$ cat src/rtl/shift_pipe_pkg.sv
// ============================================================================
// shift_pipe_pkg : mode encodings and popcount helper for shift_pipe
// Revision: 1.0
// ============================================================================
`default_nettype none

package shift_pipe_pkg;

  localparam logic [1:0] MODE_HOLD = 2'b00;
  localparam logic [1:0] MODE_FWD  = 2'b01;
  localparam logic [1:0] MODE_BWD  = 2'b10;
  localparam logic [1:0] MODE_LOAD = 2'b11;

  // Fixed 64-bit input; callers zero-extend, so DEPTH is limited to 64.
  function automatic logic [6:0] popcount(input logic [63:0] v);
    logic [6:0] c;
    c = '0;
    for (int i = 0; i < 64; i++) begin
      c = c + 7'(v[i]);
    end
    return c;
  endfunction

endpackage

`default_nettype wire

$ cat src/rtl/shift_pipe_stage.sv
// ============================================================================
// shift_stage : one {valid,data} register with hold/prev/next/load select
// Revision: 1.0
// ============================================================================
`default_nettype none

module shift_stage
  import shift_pipe_pkg::*;
#(
  parameter int WIDTH = 1
) (
  input  logic             clk,
  input  logic             rst,
  input  logic             en,
  input  logic [1:0]       mode,
  input  logic [WIDTH:0]   from_prev,
  input  logic [WIDTH:0]   from_next,
  input  logic [WIDTH:0]   load_val,
  output logic [WIDTH:0]   q,
  output logic [WIDTH:0]   q_next
);

  always_comb begin
    q_next = q;
    if (en) begin
      case (mode)
        MODE_FWD:  q_next = from_prev;
        MODE_BWD:  q_next = from_next;
        MODE_LOAD: q_next = load_val;
        default:   q_next = q;
      endcase
    end
  end

  always_ff @(posedge clk or posedge rst) begin
    if (rst) q <= '0;
    else     q <= q_next;
  end

endmodule

`default_nettype wire

$ cat src/rtl/shift_pipe.sv
// ============================================================================
// shift_pipe : DEPTH-stage bidirectional shift pipeline with valid tracking
// Revision: 1.0
// ============================================================================
`default_nettype none

module shift_pipe
  import shift_pipe_pkg::*;
#(
  parameter int WIDTH = 1,
  parameter int DEPTH = 4,
  parameter int CW    = $clog2(DEPTH + 1)
) (
  input  logic                     clk,
  input  logic                     rst,
  input  logic                     en,
  input  logic [1:0]               mode,
  input  logic [WIDTH-1:0]         d,
  input  logic                     d_vld,
  input  logic [WIDTH*DEPTH-1:0]   pd,
  output logic [WIDTH-1:0]         q_fwd,
  output logic [WIDTH-1:0]         q_bwd,
  output logic                     q_fwd_vld,
  output logic                     q_bwd_vld,
  output logic [WIDTH*DEPTH-1:0]   pq,
  output logic [CW-1:0]            count,
  output logic                     full,
  output logic                     empty
);

  logic [WIDTH:0]   stage_q   [DEPTH];
  logic [WIDTH:0]   stage_nxt [DEPTH];
  logic [DEPTH-1:0] vld_nxt;
  logic [WIDTH:0]   serial_in;

  assign serial_in = {d_vld, d};

  generate
    for (genvar i = 0; i < DEPTH; i++) begin : g_stage
      logic [WIDTH:0] from_prev;
      logic [WIDTH:0] from_next;

      if (i == 0) begin : g_first
        assign from_prev = serial_in;
      end else begin : g_mid_prev
        assign from_prev = stage_q[i-1];
      end

      if (i == DEPTH - 1) begin : g_last
        assign from_next = serial_in;
      end else begin : g_mid_next
        assign from_next = stage_q[i+1];
      end

      shift_stage #(.WIDTH(WIDTH)) u_stage (
        .clk       (clk),
        .rst       (rst),
        .en        (en),
        .mode      (mode),
        .from_prev (from_prev),
        .from_next (from_next),
        .load_val  ({1'b1, pd[i*WIDTH +: WIDTH]}),
        .q         (stage_q[i]),
        .q_next    (stage_nxt[i])
      );

      assign pq[i*WIDTH +: WIDTH] = stage_q[i][WIDTH-1:0];
      assign vld_nxt[i]           = stage_nxt[i][WIDTH];
    end
  endgenerate

  // Count tracks the post-edge valid bits so it moves in lockstep with the stages.
  always_ff @(posedge clk or posedge rst) begin
    if (rst) count <= '0;
    else     count <= CW'(popcount(64'(vld_nxt)));
  end

  assign q_fwd     = stage_q[DEPTH-1][WIDTH-1:0];
  assign q_fwd_vld = stage_q[DEPTH-1][WIDTH];
  assign q_bwd     = stage_q[0][WIDTH-1:0];
  assign q_bwd_vld = stage_q[0][WIDTH];
  assign full      = (count == CW'(DEPTH));
  assign empty     = (count == '0);

endmodule

`default_nettype wire
$ cat config.mk
export PLATFORM = sky130hd
export DESIGN_NAME = shift_pipe
export DESIGN_NICKNAME = d
export VERILOG_FILES = /design/src/rtl/shift_pipe_pkg.sv /design/src/rtl/shift_pipe_stage.sv /design/src/rtl/shift_pipe.sv
export SDC_FILE = /design/constraint.sdc
export NUM_CORES = 1
export LEC_CHECK = 0
export ABC_CLOCK_PERIOD_IN_PS = 1800
export BUFFER_PORTS_ARGS = -buffer_cell sky130_fd_sc_hd__buf_2
export CORE_ASPECT_RATIO = 0.9
export CORE_MARGIN = 8
export CORE_UTILIZATION = 35
export DETAILED_ROUTE_END_ITERATION = 10
export SLEW_MARGIN = 20
export SYNTH_ARGS = -nofsm -noshare
export SYNTH_HDL_FRONTEND = slang
export SYNTH_SLANG_ARGS = --single-unit
$ cat constraint.sdc
create_clock -name clk -period 1.8 [get_ports clk]
set_clock_uncertainty 0.05 [all_clocks]
set_input_delay 0.36 -clock clk [delete_from_list [all_inputs] [get_ports clk]]
set_output_delay 0.36 -clock clk [all_outputs]
set_load 0.02 [all_outputs]
==> run_results.csv <==
group,metric,value,unit
route,route.met3.wl,118,um
yosys,yosys_register_bits,11,
place,place_inst,116,
route,drt_iter0_drc,9,
route,viasPerCell,4.94,
route,drt_pass1_iterations,4,
global_routing,grt_overflow,0,
power,vdd_drop_max,0.627,mV
timing,rsz0062_at_grt,"yes",
yosys,syn_nets,77,
layout,design_area,925,um2
setup_path,endpoint_kind,"flop",
layout,drive_above_1_share,0.526,
layout,layoutNonFillerInstCount,122,
route,routed_wl,1.58,mm
timing,hold_violations,0,
yosys,yosysTopAreaCellShare,0.410,
route,avgRoutedWirePerCell,12.9,um
floorplan,rows,15,
layout,nNetsFinal,112,
run_status,violations,"negative setup slack",
layout,multi_input_area,363,um2
route,top_layer_used,"met4",
route,ant_nets,0,
place,placed_area,863,um2
floorplan,fp.dieW,62.2,um
layout,area_delta_synth_final,37.6,%
global_routing,grt_pass1_wl,2.66,mm
timing,maxSlewHeadroom,0.720,
clock_tree,clk_path_buf_depth,2,
floorplan,initial_utilization,0.362,
run_status,status,"finished with violations",
layout,final_cell_mix,"buf_2 (23), buf_4 (14), dfrtp_1 (11)",
layout,final_util,0.498,
timing,tightest_slew,0.420,ns
setup_path,critPathMaxStageDelay,0.51,ns
power,power_leakage,0.421,nW
clock_tree,cts_tree,"yes",
setup_path,reg2reg_slack,-0.02,ns
layout,layout_commonest_cell,"buf_2",
power,p_per_area,1060,nW/um2
yosys,ys_top_cells_by_area,"dfrtp_1 (41%), mux2i_1 (6.0%), a21oi_1 (5.2%), buf_4 (4.5%), nand3b_1 (4.5%)",
timing,drv_slew,0,
route,wl_met2,805,um
place,gp_congestion,0.764,
place,pre_cts_ws,-0.284,ns
layout,fillerInstances,174,
setup_path,cp_top_family,"adder cells",
timing,fin_crit,1.82,ns
floorplan,ios,24,
timing,fin_ws,-0.0180,ns
clock_tree,cts_root_buf,"clkbuf_4",
yosys,synth.distinct_cells,27,
timing,fmax,550,MHz
yosys,syn_area,672,um2
route,vias,603,
floorplan,fp.dieArea,3580,um2
setup_path,slowest_stage,"fa_1",
global_routing,grt_pass1_vias,570,
clock_tree,cts.clk_slew.worst_paths,0.07,ns
hold_path,min_path_type,"in -> async",
setup_path,crit_type,"reg -> reg",
run,maxCapViolCount,0,
setup_path,start_kind,"flop",
yosys,synthCells,63,
yosys,synth.largest_area_cell,"dfrtp_1",
yosys,synth-seq-area-share,0.410,
yosys,avgSynthCellArea,10.7,um2
setup_path,critPathArrivalTime,1.93,ns
timing,fin_crit_sh,1.01,
timing,setup_viol,1,
setup_path,crit_required,1.91,ns
clock_tree,numCtsBuffers,3,
layout,register_area,275,um2
yosys,ys_warn_count,0,
setup_path,crit_buf_inv,0,
global_routing,grt_start_max_net_pins,12,
layout,num_antenna_cells,0,
clock_tree,cts_sinks,11,
route,drc,0,
setup_path,crit_path_max_fanout,4,
floorplan,die_h,57.6,um
clock_tree,clk_latency,0.27,ns
setup_path,path_cells,"nand3b_1, o21ai_1, a21oi_2, fa_1, ha_2, ha_4",
route,met1Wirelength,638,um
floorplan,fp.coreArea,1860,um2
global_routing,antenna_found_initial,0,
place,portBuffers,23,
clock_tree,htree_levels,1,
place,post-dp-hpwl,1.28,mm
global_routing,grt.total_usage,0.0918,
## cell families after synthesis
logic type,synth area share
mux,0.0819
compound gates,0.190
flops,0.410
simple gates,0.142
buf+inv,0.110
fa+ha+maj,0.0670
## path summary, 6_finish.rpt
path / from / to / cells after the start
max: g_stage[0].u_stage.q[1] / count[1] / 6
min: rst / count[2] / 2
max reg2reg: g_stage[0].u_stage.q[1] / count[1] / 6
min reg2reg: g_stage[0].u_stage.q[0] / g_stage[0].u_stage.q[0] / 2
max in group asynchronous: rst / g_stage[0].u_stage.q[1] / 2
min in group clk: mode[1] / g_stage[1].u_stage.q[0] / 3
## synthesized netlist by cell type
library cell / n
a21oi_1: 7
or2_2: 1
and2_1: 1
nor4bb_1: 1
inv_1: 2
o21ai_0: 3
clkbuf_8: 1
buf_4: 4
ha_1: 2
a31oi_1: 1
nand2_1: 1
o22ai_1: 4
nor3_1: 2
o2bb2ai_1: 1
o32ai_1: 1
nand3b_1: 4
dfrtp_1: 11
mux2i_1: 4
fa_1: 1
a21oi_2: 1
o21ai_1: 1
buf_6: 2
and2b_1: 2
nor3b_1: 1
a211oi_1: 2
mux2_4: 1
nand2b_1: 1
## power breakdown
| group | total (mW) | switching [mW] | internal, mW |
|---|---|---|---|
| clock network | 0.167 | 0.0852 | 0.0823 |
| logic | 0.439 | 0.244 | 0.195 |
| registers | 0.373 | 0.0581 | 0.315 |
## cell type report
class,count,area share
Timing Repair Buffer,37,0.238
Inverter,2,0.00812
Tap cell,25,0.0338
Sequential cell,11,0.298
Multi-Input combinational cell,43,0.392
Clock inverter,1,0.00541
Clock buffer,3,0.0244
## flip-flops by register name, indices dropped and copies added, names as in the netlist
name	count
g_stage.u_stage.q	8
count	3
## timing repair
item,CTS,global route
setup buffers,2,0
endpoints found under the setup margin,2,2
pin swaps,2,0
gates resized for setup,2,0
hold buffers,0,0
## per-layer routing
metal | track usage | up-vias
li1 | - | 298
met1 | 0.105 | 279
met2 | 0.147 | 24
met3 | 0.0430 | 2
met4 | 0.0299 | 0
met5 | 0 | -
## metrics by stage
| stage | hold WS [ns] | setup TNS (ns) | power (mW) |
|---|---|---|---|
| global route | 0.0469 | -0.117 | 1.06 |
| CTS | 0.0334 | -0.0320 | 1.00 |
| detailed placement | 0.333 | -0.659 | 0.793 |
| global placement | 0.331 | -0.518 | 0.777 |
| finish | 0.0182 | -0.0180 | 0.979 |
| floorplan | 0.162 | -0.284 | 0.644 |
No activity file was read; power rests on OpenSTA's default activity.
